--- src/rtl/regfile_wb_arbiter.sv ---
// Write-back arbiter for the shared register file write port: per-pipe FIFOs,
// round-robin grant, registered wr_* outputs; writes to register 0 are dropped.
module regfile_wb_arbiter #(
  parameter int NUM_REQ = 4,
  parameter int DEPTH   = 2,
  parameter int AW      = 5,
  parameter int DW      = 32,
  localparam int IW     = $clog2(NUM_REQ)
) (
  input  logic                  clk,
  input  logic                  rst,
  input  logic                  flush,
  input  logic [NUM_REQ-1:0]    req_valid,
  input  logic [NUM_REQ*AW-1:0] req_addr,
  input  logic [NUM_REQ*DW-1:0] req_data,
  output logic [NUM_REQ-1:0]    req_ready,
  output logic                  wr_en,
  output logic [AW-1:0]         wr_addr,
  output logic [DW-1:0]         wr_data,
  output logic [IW-1:0]         grant_id,
  output logic                  busy
);

  localparam int PW = $clog2(DEPTH);
  localparam int CW = $clog2(DEPTH + 1);

  logic [AW-1:0]      q_addr [NUM_REQ][DEPTH];
  logic [DW-1:0]      q_data [NUM_REQ][DEPTH];
  logic [PW-1:0]      wp [NUM_REQ];
  logic [PW-1:0]      rp [NUM_REQ];
  logic [CW-1:0]      cnt [NUM_REQ];

  logic [NUM_REQ-1:0] nonempty;
  logic [NUM_REQ-1:0] full;
  logic [NUM_REQ-1:0] push;
  logic [NUM_REQ-1:0] pop_sel;
  logic [IW-1:0]      rr_ptr;
  logic [IW-1:0]      gnt;
  logic [IW-1:0]      nxt_ptr;
  logic               gnt_vld;
  logic               do_pop;
  logic [AW-1:0]      head_addr;
  logic [DW-1:0]      head_data;

  // Ready depends on occupancy only, so a full FIFO never accepts even when popped.
  always_comb begin
    for (int i = 0; i < NUM_REQ; i++) begin
      nonempty[i]  = (cnt[i] != '0);
      full[i]      = (cnt[i] == CW'(DEPTH));
      req_ready[i] = !full[i] && !rst;
      push[i]      = req_valid[i] && req_ready[i] && !flush;
    end
  end

  always_comb begin
    int idx;
    gnt     = '0;
    gnt_vld = 1'b0;
    for (int k = 0; k < NUM_REQ; k++) begin
      idx = int'(rr_ptr) + k;
      if (idx >= NUM_REQ) idx = idx - NUM_REQ;
      if (!gnt_vld && nonempty[idx]) begin
        gnt_vld = 1'b1;
        gnt     = IW'(idx);
      end
    end
  end

  always_comb begin
    do_pop    = gnt_vld && !flush;
    head_addr = q_addr[gnt][rp[gnt]];
    head_data = q_data[gnt][rp[gnt]];
    nxt_ptr   = (int'(gnt) == NUM_REQ - 1) ? '0 : gnt + IW'(1);
    for (int i = 0; i < NUM_REQ; i++) begin
      pop_sel[i] = do_pop && (gnt == IW'(i));
    end
  end

  always_ff @(posedge clk or posedge rst) begin
    if (rst) begin
      for (int i = 0; i < NUM_REQ; i++) begin
        cnt[i] <= '0;
        wp[i]  <= '0;
        rp[i]  <= '0;
      end
    end else if (flush) begin
      for (int i = 0; i < NUM_REQ; i++) begin
        cnt[i] <= '0;
        wp[i]  <= '0;
        rp[i]  <= '0;
      end
    end else begin
      for (int i = 0; i < NUM_REQ; i++) begin
        if (push[i])    wp[i] <= wp[i] + PW'(1);
        if (pop_sel[i]) rp[i] <= rp[i] + PW'(1);
        cnt[i] <= cnt[i] + CW'(push[i]) - CW'(pop_sel[i]);
      end
    end
  end

  // Storage needs no reset: occupancy counters define which slots are valid.
  always_ff @(posedge clk) begin
    for (int i = 0; i < NUM_REQ; i++) begin
      if (push[i]) begin
        q_addr[i][wp[i]] <= req_addr[i*AW +: AW];
        q_data[i][wp[i]] <= req_data[i*DW +: DW];
      end
    end
  end

  always_ff @(posedge clk or posedge rst) begin
    if (rst) begin
      wr_en    <= 1'b0;
      wr_addr  <= '0;
      wr_data  <= '0;
      grant_id <= '0;
      rr_ptr   <= '0;
    end else if (flush) begin
      wr_en <= 1'b0;
    end else if (do_pop) begin
      wr_en    <= (head_addr != '0);
      wr_addr  <= head_addr;
      wr_data  <= head_data;
      grant_id <= gnt;
      rr_ptr   <= nxt_ptr;
    end else begin
      wr_en <= 1'b0;
    end
  end

  assign busy = (|nonempty) || wr_en;

endmodule

--- config.mk ---
export PLATFORM = sky130hd
export DESIGN_NAME = regfile_wb_arbiter
export DESIGN_NICKNAME = d
export VERILOG_FILES = /design/src/rtl/regfile_wb_arbiter.sv
export SDC_FILE = /design/constraint.sdc
export NUM_CORES = 1
export LEC_CHECK = 0
export ABC_AREA = 1
export CORE_ASPECT_RATIO = 1.2
export CORE_MARGIN = 8
export CORE_UTILIZATION = 44
export DETAILED_ROUTE_END_ITERATION = 6
export GPL_ROUTABILITY_DRIVEN = 0
export GPL_TIMING_DRIVEN = 0
export PLACE_DENSITY = 0.81
export SLEW_MARGIN = 20
export SYNTH_ARGS = -nofsm -noshare
export SYNTH_HDL_FRONTEND = slang
export SYNTH_SLANG_ARGS = --single-unit
export TNS_END_PERCENT = 1
--- constraint.sdc ---
create_clock -name clk -period 3.1 [get_ports clk]
set_clock_uncertainty 0.2 [all_clocks]
set_input_delay 0.465 -clock clk [delete_from_list [all_inputs] [get_ports clk]]
set_output_delay 0.465 -clock clk [all_outputs]
set_load 0.01 [all_outputs]
==> key figures, run 1 <==
Status
  – Status: finished, final reports clean

Critical path
  – Worst Reg-to-Reg Cells: 20
  – Worst Setup Start Kind: flop
  – End of the worst register-to-register path: cnt[7]
  – Reg-to-reg startpoint: rr_ptr[0]
  – Critical Path RT: 3330 ps
  – Worst-path fanout max: 20
  – Worst setup EP type: flop
  – Crit path kind: reg -> reg
  – R2R Setup Slk: ~140 ps
  – WP data arrival: 3190 ps

STA
  – Worst-margin pin slew: 805.8 ps
  – Endpoints failing setup: 0
  – RSZ-0062 raised after global routing: true
  – Fin crit share: 0.9559
  – Fmax: 0.3375 GHz
  – Hold Violations, Final: 0
  – Slew Limit Headroom: 0.4616
  – Period minus WS final: 2963 ps
  – Max Transition Viols Final: 0
  – Setup TNS: 0 ps

Detailed routing
  – Routed Wire Length: approximately 44 mm
  – Router iterations before antenna repair: 5
  – Vias per cell: roughly 5.7
  – Iter 0 DRT Violations: between 1000 and 1500
  – Via count: between 10000 and 15000
  – Post-route ant nets: 0
  – WL/cell: about 24 um
  – Drt drc: 0

CTS
  – H-tree levels: 2
  – Root Driver: clkbuf_16
  – Clock Path Buffers: 3
  – Clk_lat worst skew: between 500 and 600 ps
  – CTS Sinks: ~350
  – CTS tree: yes
  – Clk slew on worst S/H paths: about 60 ps
  – Num CTS Buffers: 36

Cells and area
  – Fin cells: around 1900
  – Synth-to-layout area growth: 27.92%
  – Share of cells above drive strength 1: 0.1293
  – Design area: 0.01868 mm^2
  – Finished Core Util: 0.5680
  – ANT cells: 0
  – Fin nets: between 1500 and 2000

Yosys
  – Syn Area/Cell: between 10 and 15 um^2
  – Synth Cell Area: 0.01460 mm^2
  – Post-Syn Nets: approximately 1300
  – Seq cells post-synth: 354
  – Yosys cell types: 33
  – Post-Syn Instances: 1158
  – Register area share after synthesis: 0.7083
  – Yosys warns: 0

GRT
  – Initial antenna violation count: 5
  – Largest net degree at the start of global routing: between 40 and 50
  – Global-route wire length before repair: between 60 and 70 mm
  – GRT Total Usage: 0.2177
  – Via count of the first global-routing pass: 11050
  – Congestion Overflow GR: 0

Placed design
  – Port Buffers: between 150 and 200
  – Placed insts: ~1800
  – Detailed Place HPWL: 30.83 mm
  – Post-DP Area: around 0.017 mm^2

Floorplanning
  – DIE WIDTH: between 150 and 200 um
  – Die height: between 200 and 250 um
  – Initial Utilization: 0.4440
  – Core area: approximately 0.033 mm^2
  – Num rows: 73
  – I/O pins: 200
  – Die ar.: slightly below 0.04 mm^2

Worst hold path
  – Worst hold-check path type: in -> async

Run
  – Max-cap violations: 0
-- worst max-delay path: stages, from the launching register on --
cell and delay [ps]:
dfrtp_1 370, buf_6 150, inv_4 80, nand2_2 60, nand2_1 100, nand2_1 90, nand2_4 90, nand3_1 70
nor2_1 100, inv_1 80, nand2_4 90, inv_4 80, buf_8 180, ha_1 210, nand2_2 100, inv_1 60
ha_1 270, inv_1 40, ha_1 170, xor2_1 150, nor2_1 110
-- per-layer routing --
layer  vias to the layer above  track usage  part of all wire
met5                         -            0            0.0016
met4                        10      0.09770             0.042
met3                       132      0.04773             0.084
met2                       590       0.3791              0.50
met1                      5086       0.2542              0.37
li1                       4647            -                 -
-- worst max path at each step --
stage | startpoint | end | slack (ps) | cells past startpoint
floorplan | flush | q_addr[1][5] | -280 | 5
global placement | rst | q_data[1][32] | -2130 | 6
detailed placement | cnt[3] | cnt[5] | -260 | 20
CTS | cnt[7] | busy | -7 | 5
global route | rr_ptr[0] | cnt[7] | -30 | 19
finish | rr_ptr[0] | cnt[7] | 140 | 20
-- cells in the mapped netlist, drive strengths merged --
| cell type | number | area (um^2) |
|---|---|---|
| nand2 | 164 | 655.6 |
| nand3 | 63 | 337.8 |
| or2 | 1 | 6.260 |
| xnor2 | 5 | 43.79 |
| o221ai | 33 | 451.7 |
| a21oi | 5 | 25.02 |
| o21ai | 141 | 705.7 |
| dfrtp | 58 | 1451 |
| o22ai | 4 | 25.02 |
| edfxtp | 296 | 8889 |
| inv | 52 | 200.2 |
| nor2 | 193 | 729.5 |
| ha | 12 | 150.1 |
| xor2 | 5 | 51.30 |
| buf | 55 | 422.9 |
| nand4 | 21 | 137.6 |
| a31oi | 2 | 12.51 |
| o211ai | 33 | 247.7 |
| clkbuf | 15 | 56.30 |
-- metrics by stage --
stage	hold slack [ps]	worst slack, ps
2_1_floorplan	257.7	-281.8
3_3_place_gp	263.5	-2132
3_5_place_dp	266.0	-259.7
5_1_grt	180.9	-31.63
6_report	168.9	136.7
4_1_cts	158.7	-7.123
-- flip-flops by register name (all words and copies together), names as in the netlist --
signal and count:
q_addr 40, rr_ptr 2, wr_en 1, q_data 256, wr_addr 5, wp 4, rp 4, cnt 8
wr_data 32, grant_id 2
-- area by class of cell --
class	count	area, um^2
fill	2532	14210
sequential	354	10340
multi-input combinational	682	3677
timing repair buffer	218	2365
clock buffer	49	1001
tap	412	515.5
buffer	66	471.7
inverter	52	207.7
clock inverter	17	96.34
-- logic make-up after synthesis --
group           synth area share
flops                     0.7083
xor+xnor                0.006513
fa+ha+maj                0.01028
compound gates            0.1005
buf+inv                  0.04654
simple gates              0.1279
-- timing repair --
item                       in CTS  in global routing
pin swaps                       2                  4
hold buffers                    0                  0
buffers inserted                1                  6
resized for setup              11                 10
setup endpoints to repair       9                  9
-- placed cells by master (no fill, tap or decap), drive strengths merged --
cell type,instances
nand4,21
nor2,193
clkdlybuf4s50,197
or2,1
nand3,63
clkinvlp,2
o211ai,33
o22ai,4
o221ai,33
o21ai,141
edfxtp,296
clkinv,11
ha,12
inv,56
nand2,164
clkbuf,64
a21oi,5
a31oi,2
buf,71
xor2,5
xnor2,5
dfrtp,58
dlymetal6s2s,1
Power of run 1 is left out: the tool's default activity adds up to more than one toggle a clock period on the data nets, which glitch-free logic cannot reach.
==> run 2: changes to the inputs <==
Settings changed: CTS_CLUSTER_DIAMETER from default to 80.
==> results of run 2 <==
The final DEF is identical to that of run 1; final timing and power are the same.
Power of run 2 is left out for the same reason.
